==> config.mk <==
export PLATFORM = sky130hd
export DESIGN_NAME = hilo_muldiv_unit
export DESIGN_NICKNAME = d
export VERILOG_FILES = /design/src/rtl/mips_pkg.sv /design/src/rtl/muldiv_datapath.sv /design/src/rtl/hilo_muldiv_unit.sv
export SDC_FILE = /design/constraint.sdc
export NUM_CORES = 1
export LEC_CHECK = 0
export CELL_PAD_IN_SITES_DETAIL_PLACEMENT = 0
export CELL_PAD_IN_SITES_GLOBAL_PLACEMENT = 2
export CORE_MARGIN = 1.5
export CORE_UTILIZATION = 32
export DETAILED_ROUTE_END_ITERATION = 10
export GPL_TIMING_DRIVEN = 0
export PLACE_DENSITY_LB_ADDON = 0.1
export SYNTH_ARGS = -nofsm -noshare
export SYNTH_HDL_FRONTEND = slang
export SYNTH_HIERARCHICAL = 1
export SYNTH_SLANG_ARGS = --single-unit
==> constraint.sdc <==
create_clock -name clk_i -period 5 [get_ports clk_i]
set_input_delay 1 -clock clk_i [delete_from_list [all_inputs] [get_ports clk_i]]
set_output_delay 1 -clock clk_i [all_outputs]
set_load 0.01 [all_outputs]
==> src/rtl/mips_pkg.sv <==
// Shared definitions for the HI/LO multiply/divide unit.
//   XLEN / CNT_W : operand width and iteration counter width
//   md_op_e      : op encodings driven on op_i
//   md_state_e   : sequencing FSM states
package mips_pkg;

  localparam int XLEN  = 32;
  localparam int CNT_W = $clog2(XLEN);

  typedef enum logic [2:0] {
    MD_MULT  = 3'b000,
    MD_MULTU = 3'b001,
    MD_DIV   = 3'b010,
    MD_DIVU  = 3'b011,
    MD_MTHI  = 3'b100,
    MD_MTLO  = 3'b101
  } md_op_e;

  typedef enum logic [1:0] {
    S_IDLE = 2'd0,
    S_RUN  = 2'd1,
    S_FIX  = 2'd2
  } md_state_e;

endpackage

==> src/rtl/muldiv_datapath.sv <==
// Iterative unsigned multiply / restoring divide datapath.
// Operates on magnitudes only; sign handling lives in the parent.
//   clk_i, rst_ni : clock, async active-low reset
//   init_i        : load operands (a_i, b_i) and clear the accumulator
//   step_i        : perform one shift-add (mul) or shift-subtract (div) step
//   is_div_i      : selects divide behaviour for init and step
//   a_i           : multiplicand / dividend magnitude
//   b_i           : multiplier / divisor magnitude
//   hi_o, lo_o    : product {hi,lo}, or remainder (hi) / quotient (lo)
module muldiv_datapath
  import mips_pkg::*;
(
  input  logic            clk_i,
  input  logic            rst_ni,
  input  logic            init_i,
  input  logic            step_i,
  input  logic            is_div_i,
  input  logic [XLEN-1:0] a_i,
  input  logic [XLEN-1:0] b_i,
  output logic [XLEN-1:0] hi_o,
  output logic [XLEN-1:0] lo_o
);

  // acc: product upper half / partial remainder
  // lo : multiplier shifting out + product lower half / dividend shifting out + quotient
  // m  : multiplicand / divisor
  logic [XLEN-1:0] acc_q, acc_d, lo_q, lo_d, m_q, m_d;
  logic [XLEN:0]   addsub_a, addsub_res, mul_sum;

  always_comb begin
    // Divide shifts the next dividend bit into the remainder before subtracting.
    addsub_a   = is_div_i ? {acc_q, lo_q[XLEN-1]} : {1'b0, acc_q};
    addsub_res = is_div_i ? (addsub_a - {1'b0, m_q}) : (addsub_a + {1'b0, m_q});
    mul_sum    = lo_q[0] ? addsub_res : addsub_a;

    acc_d = acc_q;
    lo_d  = lo_q;
    m_d   = m_q;

    if (init_i) begin
      acc_d = '0;
      lo_d  = is_div_i ? a_i : b_i;
      m_d   = is_div_i ? b_i : a_i;
    end else if (step_i) begin
      if (is_div_i) begin
        // Top bit of the difference is the borrow: set means restore.
        if (!addsub_res[XLEN]) begin
          acc_d = addsub_res[XLEN-1:0];
          lo_d  = {lo_q[XLEN-2:0], 1'b1};
        end else begin
          acc_d = addsub_a[XLEN-1:0];
          lo_d  = {lo_q[XLEN-2:0], 1'b0};
        end
      end else begin
        acc_d = mul_sum[XLEN:1];
        lo_d  = {mul_sum[0], lo_q[XLEN-1:1]};
      end
    end
  end

  always_ff @(posedge clk_i or negedge rst_ni) begin
    if (!rst_ni) begin
      acc_q <= '0;
      lo_q  <= '0;
      m_q   <= '0;
    end else begin
      acc_q <= acc_d;
      lo_q  <= lo_d;
      m_q   <= m_d;
    end
  end

  assign hi_o = acc_q;
  assign lo_o = lo_q;

endmodule

==> src/rtl/hilo_muldiv_unit.sv <==
// MIPS-I multiply/divide unit owning the HI/LO registers.
//   clk_i, rst_ni          : clock, async active-low reset
//   start_i, op_i          : issue pulse and op (MULT/MULTU/DIV/DIVU/MTHI/MTLO)
//   rs_data_i, rt_data_i   : operands
//   flush_i                : abort in-flight op, HI/LO untouched
//   busy_o                 : mul/div in progress
//   done_o                 : one-cycle pulse as HI/LO take a mul/div result
//   hi_o, lo_o             : HI/LO registers
//
// state  | meaning
// S_IDLE | waiting for start; MTHI/MTLO complete here
// S_RUN  | XLEN iterative datapath steps
// S_FIX  | sign correction and HI/LO write
module hilo_muldiv_unit
  import mips_pkg::*;
(
  input  logic            clk_i,
  input  logic            rst_ni,
  input  logic            start_i,
  input  logic [2:0]      op_i,
  input  logic [XLEN-1:0] rs_data_i,
  input  logic [XLEN-1:0] rt_data_i,
  input  logic            flush_i,
  output logic            busy_o,
  output logic            done_o,
  output logic [XLEN-1:0] hi_o,
  output logic [XLEN-1:0] lo_o
);

  localparam logic [CNT_W-1:0] CNT_LAST = CNT_W'(XLEN - 1);

  md_state_e        state_q, state_d;
  logic [CNT_W-1:0] cnt_q, cnt_d;
  logic [XLEN-1:0]  hi_q, hi_d, lo_q, lo_d;
  logic             done_q, done_d;
  logic             is_div_q, neg_q, neg_rem_q, div0_q;

  logic             is_md_op, op_signed, sign_a, sign_b, latch;
  logic             dp_init, dp_step, dp_is_div;
  logic [XLEN-1:0]  mag_a, mag_b, dp_hi, dp_lo;
  logic [2*XLEN-1:0] prod_fix;
  logic [XLEN-1:0]  quo_fix, rem_fix, res_hi, res_lo;

  assign is_md_op  = (op_i == MD_MULT) || (op_i == MD_MULTU) ||
                     (op_i == MD_DIV)  || (op_i == MD_DIVU);
  assign op_signed = (op_i == MD_MULT) || (op_i == MD_DIV);
  assign sign_a    = op_signed & rs_data_i[XLEN-1];
  assign sign_b    = op_signed & rt_data_i[XLEN-1];
  assign mag_a     = sign_a ? (-rs_data_i) : rs_data_i;
  assign mag_b     = sign_b ? (-rt_data_i) : rt_data_i;
  // Datapath needs the incoming op's kind at init, the latched kind while running.
  assign dp_is_div = (state_q == S_IDLE) ? op_i[1] : is_div_q;

  muldiv_datapath u_dp (
    .clk_i    (clk_i),
    .rst_ni   (rst_ni),
    .init_i   (dp_init),
    .step_i   (dp_step),
    .is_div_i (dp_is_div),
    .a_i      (mag_a),
    .b_i      (mag_b),
    .hi_o     (dp_hi),
    .lo_o     (dp_lo)
  );

  // Remainder takes the dividend's sign. For divide-by-zero the datapath
  // remainder equals |rs|, so re-applying that sign reproduces rs exactly.
  always_comb begin
    prod_fix = neg_q ? (-{dp_hi, dp_lo}) : {dp_hi, dp_lo};
    quo_fix  = neg_q ? (-dp_lo) : dp_lo;
    rem_fix  = neg_rem_q ? (-dp_hi) : dp_hi;
    if (is_div_q) begin
      res_hi = rem_fix;
      res_lo = div0_q ? '1 : quo_fix;
    end else begin
      res_hi = prod_fix[2*XLEN-1:XLEN];
      res_lo = prod_fix[XLEN-1:0];
    end
  end

  always_comb begin
    state_d = state_q;
    cnt_d   = cnt_q;
    hi_d    = hi_q;
    lo_d    = lo_q;
    done_d  = 1'b0;
    dp_init = 1'b0;
    dp_step = 1'b0;
    latch   = 1'b0;
    case (state_q)
      S_IDLE: begin
        if (start_i && !flush_i) begin
          if (is_md_op) begin
            latch   = 1'b1;
            dp_init = 1'b1;
            cnt_d   = '0;
            state_d = S_RUN;
          end else if (op_i == MD_MTHI) begin
            hi_d = rs_data_i;
          end else if (op_i == MD_MTLO) begin
            lo_d = rs_data_i;
          end
        end
      end
      S_RUN: begin
        if (flush_i) begin
          state_d = S_IDLE;
        end else begin
          dp_step = 1'b1;
          cnt_d   = cnt_q + 1'b1;
          if (cnt_q == CNT_LAST) state_d = S_FIX;
        end
      end
      S_FIX: begin
        state_d = S_IDLE;
        if (!flush_i) begin
          hi_d   = res_hi;
          lo_d   = res_lo;
          done_d = 1'b1;
        end
      end
      default: state_d = S_IDLE;
    endcase
  end

  always_ff @(posedge clk_i or negedge rst_ni) begin
    if (!rst_ni) begin
      state_q   <= S_IDLE;
      cnt_q     <= '0;
      hi_q      <= '0;
      lo_q      <= '0;
      done_q    <= 1'b0;
      is_div_q  <= 1'b0;
      neg_q     <= 1'b0;
      neg_rem_q <= 1'b0;
      div0_q    <= 1'b0;
    end else begin
      state_q <= state_d;
      cnt_q   <= cnt_d;
      hi_q    <= hi_d;
      lo_q    <= lo_d;
      done_q  <= done_d;
      if (latch) begin
        is_div_q  <= op_i[1];
        neg_q     <= sign_a ^ sign_b;
        neg_rem_q <= sign_a;
        div0_q    <= op_i[1] && (rt_data_i == '0);
      end
    end
  end

  assign busy_o = (state_q != S_IDLE);
  assign done_o = done_q;
  assign hi_o   = hi_q;
  assign lo_o   = lo_q;

endmodule

; Word-level counts from Yosys, hierarchy flattened
; Index checks and enable logic that the tools add are counted.
[totals]
elab_cells = 106
regBits = 172
output_inout_bits = 66
[op_classes]
n_mux = 48
n_eq_ne = 17
n_reduce_logical = 18
n_addsub = 8
bitwise_logic = 3
[ops]
columns = op, count
row1 = 32-bit 2-to-1 mux, 25
row2 = 32-bit negator, 4
row3 = 32-bit one-hot mux with 2 select lines, 2
row4 = 33-bit 2-to-1 mux, 3
row5 = 64-bit 2-to-1 mux, 1
row6 = 64-bit negator, 1
row7 = 33-bit by 32-bit adder with 33-bit output, 1
row8 = 33-bit by 32-bit subtractor with 33-bit output, 1
row9 = 32-bit logical NOT, 1
row10 = 5-bit 2-to-1 mux, 3
row11 = 2-bit inequality test (second input constant), 5
row12 = 5-bit one-hot mux with 2 select lines, 1
row13 = 1-bit 2-to-1 mux, 8
row14 = 2-bit 2-to-1 mux, 4
row15 = 2-bit nonzero test, 4
row16 = 3-bit by 2-bit equality test with 1-bit output (second input constant), 2
row17 = 3-bit equality test (second input constant), 2
row18 = 2-bit by 1-bit inequality test with 1-bit output (second input constant), 3
row19 = 6-bit AND reduction, 1
row20 = 5-bit by 1-bit adder with 5-bit output (second input constant), 1
row21 = 5-bit equality test (second input constant), 1
row22 = 5-bit AND reduction, 1
row23 = 1-bit logical OR, 4
row24 = 2-bit one-hot mux with 2 select lines, 1
row25 = 12 further kinds, 14

; Logic depth before layout (Yosys ltp)
[depth]
word_depth = 9
mapped_depth = 23

; Modules after synthesis
; The synthesis kept the hierarchy.
[modules_own_cells]
columns = mod, n_inst, cells_each, area_per_inst_um2
row1 = muldiv_datapath, 1, 1027, 8600.7
row2 = hilo_muldiv_unit, 1, 875, 6711.4

; Worst setup path before layout
; No wires, ideal clock.
[synth_timing]
kind = input -> register
start = in op_i[1]
end = reg u_dp.acc_q[18] (netlist: u_dp/hi_o[18])
path_stages = 19
required_time_ps = 4874
t_arrival_ps = 4935
setup_time_ps = 126
setup_slack_ps = -61
cell_sequence = nand2_1 > o21ai_0 > clkbuf_1 > clkbuf_1 > clkbuf_1 > buf_1 > a21oi_1 > xnor2_1 > ha_1 > clkbuf_1 > a21oi_1 > a21oi_1 > o41a_1 > nand4b_1 > and3_1 > buf_6 > nor2_8 > mux2_1 > a221o_1
[synth_via]
elab_chain_len = 8
[synth_rtl]
columns = element, line_no
row1 = from (decl), hilo_muldiv_unit.sv:20  ; input logic [2:0] op_i,
row2 = 1-bit 2-to-1 mux *, hilo_muldiv_unit.sv:52  ; assign dp_is_div = (state_q == S_IDLE) ? op_i[1] : is_div_q;
row3 = named net dp_is_div, hilo_muldiv_unit.sv:39  ; logic dp_init, dp_step, dp_is_div;
row4 = 33-bit 2-to-1 mux, muldiv_datapath.sv:32  ; addsub_a = is_div_i ? {acc_q, lo_q[XLEN-1]} : {1'b0, acc_q};
row5 = 33-bit by 32-bit adder with 33-bit output or 33-bit by 32-bit subtractor with 33-bit output (tied branches), muldiv_datapath.sv:33  ; addsub_res = is_div_i ? (addsub_a - {1'b0, m_q}) : (addsub_a + {1'b0, m_q});
row6 = 33-bit 2-to-1 mux, muldiv_datapath.sv:33
row7 = 33-bit 2-to-1 mux or 32-bit 2-to-1 mux (tied branches), "muldiv_datapath.sv:34, muldiv_datapath.sv:47"
row8 = 32-bit 2-to-1 mux *, muldiv_datapath.sv:45  ; if (is_div_i) begin
row9 = 32-bit 2-to-1 mux *, muldiv_datapath.sv:44  ; end else if (step_i) begin
row10 = 32-bit 2-to-1 mux *, muldiv_datapath.sv:40  ; if (init_i) begin
row11 = to (signal assigned), muldiv_datapath.sv:63  ; acc_q <= '0;
row12 = to (signal assigned), muldiv_datapath.sv:67  ; acc_q <= acc_d;
row13 = to (decl), muldiv_datapath.sv:27  ; logic [XLEN-1:0] acc_q, acc_d, lo_q, lo_d, m_q, m_d;
; Mark *: on every way through the listed nets, which the timed path passes. The rest lies on a longest branch. The select of a mux whose other input is x is not followed.
; A chain may end at the register's enable or synchronous reset.

; Final worst setup path
[layout_timing]
start = reg is_div_q
end = reg u_dp.acc_q[19] (netlist: u_dp/hi_o[19])
[layout_via]
elab_chain_len = 8
[layout_rtl]
columns = element, line_no
row1 = from (decl), hilo_muldiv_unit.sv:36  ; logic is_div_q, neg_q, neg_rem_q, div0_q;
row2 = from (signal assigned), hilo_muldiv_unit.sv:144  ; is_div_q <= op_i[1];
row3 = 1-bit 2-to-1 mux *, hilo_muldiv_unit.sv:52
row4 = named net dp_is_div, hilo_muldiv_unit.sv:39
row5 = 33-bit 2-to-1 mux, muldiv_datapath.sv:32
row6 = 33-bit by 32-bit adder with 33-bit output or 33-bit by 32-bit subtractor with 33-bit output (tied branches), muldiv_datapath.sv:33
row7 = 33-bit 2-to-1 mux, muldiv_datapath.sv:33
row8 = 33-bit 2-to-1 mux or 32-bit 2-to-1 mux (tied branches), "muldiv_datapath.sv:34, muldiv_datapath.sv:47"
row9 = 32-bit 2-to-1 mux *, muldiv_datapath.sv:45
row10 = 32-bit 2-to-1 mux *, muldiv_datapath.sv:44
row11 = 32-bit 2-to-1 mux *, muldiv_datapath.sv:40
; Marked as above.

==> results.json <==
{
  "status": "finished, final reports clean",
  "drt-pass1-iter-count": 5,
  "vias_per_cell": 5.96,
  "io_buffers": 134,
  "crit_type": "reg -> reg",
  "final_antenna_net_count": 0,
  "drc_errors": 0,
  "clk_latency_ns": 0.51,
  "async_flop_share_pct": 100,
  "yosysMostFrequentCell": "nor2_1",
  "finalNonFillerCells": 2687,
  "dr_wl_met2_um": 32900,
  "drt-total-wl_um": 71800,
  "leakage_nw": 7.44,
  "startpoint": "is_div_q$_DFFE_PN0P_",
  "drive_gt1_share_pct": 8.32,
  "ios": 137,
  "die_area_um2": 49200,
  "setup_viol": 0,
  "seq_area_frac_synth_pct": 28.1,
  "placedCellCount": 2644,
  "htree_levels": 4,
  "synth_area_um2": 15300,
  "setup_tns_ns": 0,
  "hold_viol_final": 0,
  "routed.top_layer": "met4",
  "power.density_nw_per_um2": 514,
  "synth-seq-cells": 172,
  "path_max_fanout": 10,
  "cts_buffers": 17,
  "layout.nets": 2178,
  "row_count": 79,
  "r2r-start": "is_div_q$_DFFE_PN0P_",
  "overflow": 0,
  "cts.hold.buffers_added": 0,
  "worstPathRequired_ns": 5.39,
  "drv_cap": 0,
  "crit_path_start_kind": "register",
  "initial_core_util_pct": 32.7,
  "preCtsSetupSlack_ns": -2.58,
  "hold_class": "in -> async",
  "synth_top_area_share_pct": 28.1,
  "ir_drop_mv": 0.284,
  "fin_crit_ns": 4.85,
  "dp_hpwl_um": 56800,
  "critPathArrivalTime_ns": 5.24,
  "relSlewSlack_pct": 16.6,
  "wl_met3_um": 4350,
  "synth_warnings": 6,
  "synth_cell_types": 81,
  "syn2layout_area_growth_pct": 20.7,
  "fp.dieW_um": 222,
  "synth_nets": 2014,
  "netlist_instances": 1902,
  "antenna_found_initial": 7,
  "met1_length_um": 33100,
  "grt_max_degree": 111,
  "min_period_over_period_pct": 97.1,
  "synth_common_cells": "nor2_1, a21oi_1, dfrtp_1, nand2_1, mux2i_1",
  "clockBufferDepth": 2,
  "cts.sinks": 172,
  "tritoncts": "done",
  "grt_pass1_wl_um": 105000,
  "synth_edf_count": 0,
  "gp_congestion": 0.938,
  "path_clk_slew_ns": 0.07,
  "clock_tree.root_cell": "clkbuf_16",
  "wl_per_cell_um": 26.7,
  "drv_slew": 0,
  "grt_pass1_vias": 15400,
  "worst_slack_ns": 0.147,
  "synth.area.top_cells": "dfrtp_1, mux2i_1, a21oi_1",
  "yosysTopAreaCell": "dfrtp_1",
  "die_h_um": 222,
  "tightest_slew_ns": 1.24,
  "fmax_ghz": 0.206,
  "cp-end-kind": "register",
  "drt_iter0_drc": 1489,
  "synth.avg_cell_area_um2": 8.05,
  "track_usage_pct": 28.9,
  "core_area_um2": 46900,
  "synth_flop_cell": "dfrtp_1",
  "fin_worst_skew_ns": 0.0152,
  "vias": 16000
}
repair_timing:
| item | CTS | global route |
|---|---|---|
| endpoints found under the setup margin | 33 | 33 |
| resized for setup | 62 | 35 |
| buffers inserted | 8 | 10 |
| pin swaps | 10 | 14 |
cells by family (layout without fill, tap and decap cells):
logic type	after synthesis	count (layout)	share of synthesized area [%]
AOI/OAI and AO/OA	574	574	23.6
xor gates and xnor gates	165	165	9.44
adders and majority gates	41	41	3.40
buffers and inverters	156	333	4.04
DFF	172	172	28.1
muxes	169	169	11.3
other	0	1	0
and+or+nand+nor	625	625	20.1
worst paths after layout:
kind                                        endpoint  slack [ns]  cells after the start
min reg2reg                     lo_o[12]$_DFFE_PN0P_        0.49                      2
max in group asynchronous    u_dp/m_q[6]$_DFFE_PN0P_        3.54                      2
max                        u_dp/hi_o[19]$_DFFE_PN0P_        0.15                     19
min in group clk_i              lo_o[12]$_DFFE_PN0P_        0.49                      2
max reg2reg                u_dp/hi_o[19]$_DFFE_PN0P_        0.15                     19
min                                 done_o$_DFF_PN0_        0.43                      1
cells in the final DEF (no fill, tap or decap), drive strengths merged, types with 18 or more instances in the layout:
cell,netlist,layout
a211oi,44,44
o31ai,27,27
and3,25,25
ha,40,40
mux2,33,33
buf,19,40
inv,38,43
nand3,33,33
or4,19,19
nor2,202,202
a21oi,199,199
dfrtp,172,172
clkdlybuf4s50,0,132
nor4,44,44
o221ai,18,18
clkbuf,98,109
xnor2,102,102
mux2i,136,136
nand2,151,151
o41ai,20,20
o22ai,26,26
nor3,47,47
or3,29,29
xor2,63,63
o21ai,130,130
report_power, final:
part / internal, mW / switching, mW
clock network: 0.659 / 0.689
registers: 1.78 / 0.806
logic: 2.30 / 3.28
total: 4.74 / 4.77
stage by stage:
step                util (%)  power (mW)  hold slack, ns  area, µm²
global route            39.5        10.1           0.470      18500
detailed placement      37.2        7.80           0.471      17400
floorplan                  -        5.79           0.449      15300
CTS                     39.0        9.36           0.448      18300
finish                  39.5        9.51           0.433      18500
global placement        37.2        7.79           0.470      17400
state kept, by name, summed over array words and instances (netlist names):
register,count
div0_q,1
hi_o,32
neg_rem_q,1
state_q,2
u_dp/m_q,32
lo_o,32
u_dp/hi_o,32
neg_q,1
cnt_q,5
u_dp/lo_o,32
done_o,1
is_div_q,1
layout make-up:
class	instances	area, µm²
antenna	1	2.50
buffer	109	508
clock buffer	19	443
clock inverter	13	108
fill	4922	28400
inverter	39	150
multi-input combinational	1574	10700
sequential	172	4310
tap	607	759
timing repair buffer	153	1500
per-layer routing:
| metal | GRT usage (%) | up-vias |
|---|---|---|
| met3 | 4.56 | 75 |
| met2 | 45.8 | 570 |
| met5 | 0 | - |
| li1 | - | 7387 |
| met1 | 40.3 | 7991 |
| met4 | 8.46 | 0 |
worst max-delay path, stage by stage (launching register included):
cell        delay (ns)
dfrtp_2           0.39
buf_4             0.20
clkinvlp_4        0.17
o21ai_1           0.16
clkbuf_4          0.21
clkbuf_8          0.21
clkbuf_8          0.20
buf_4             0.21
a21oi_1           0.09
xnor2_2           0.32
ha_1              0.36
a21oi_1           0.29
o21ai_1           0.20
a22oi_2           0.31
nand4b_1          0.16
and3_1            0.22
buf_6             0.14
nor2_8            0.21
mux2_1            0.34
a221o_1           0.32
(Power assumes the default switching activity.)
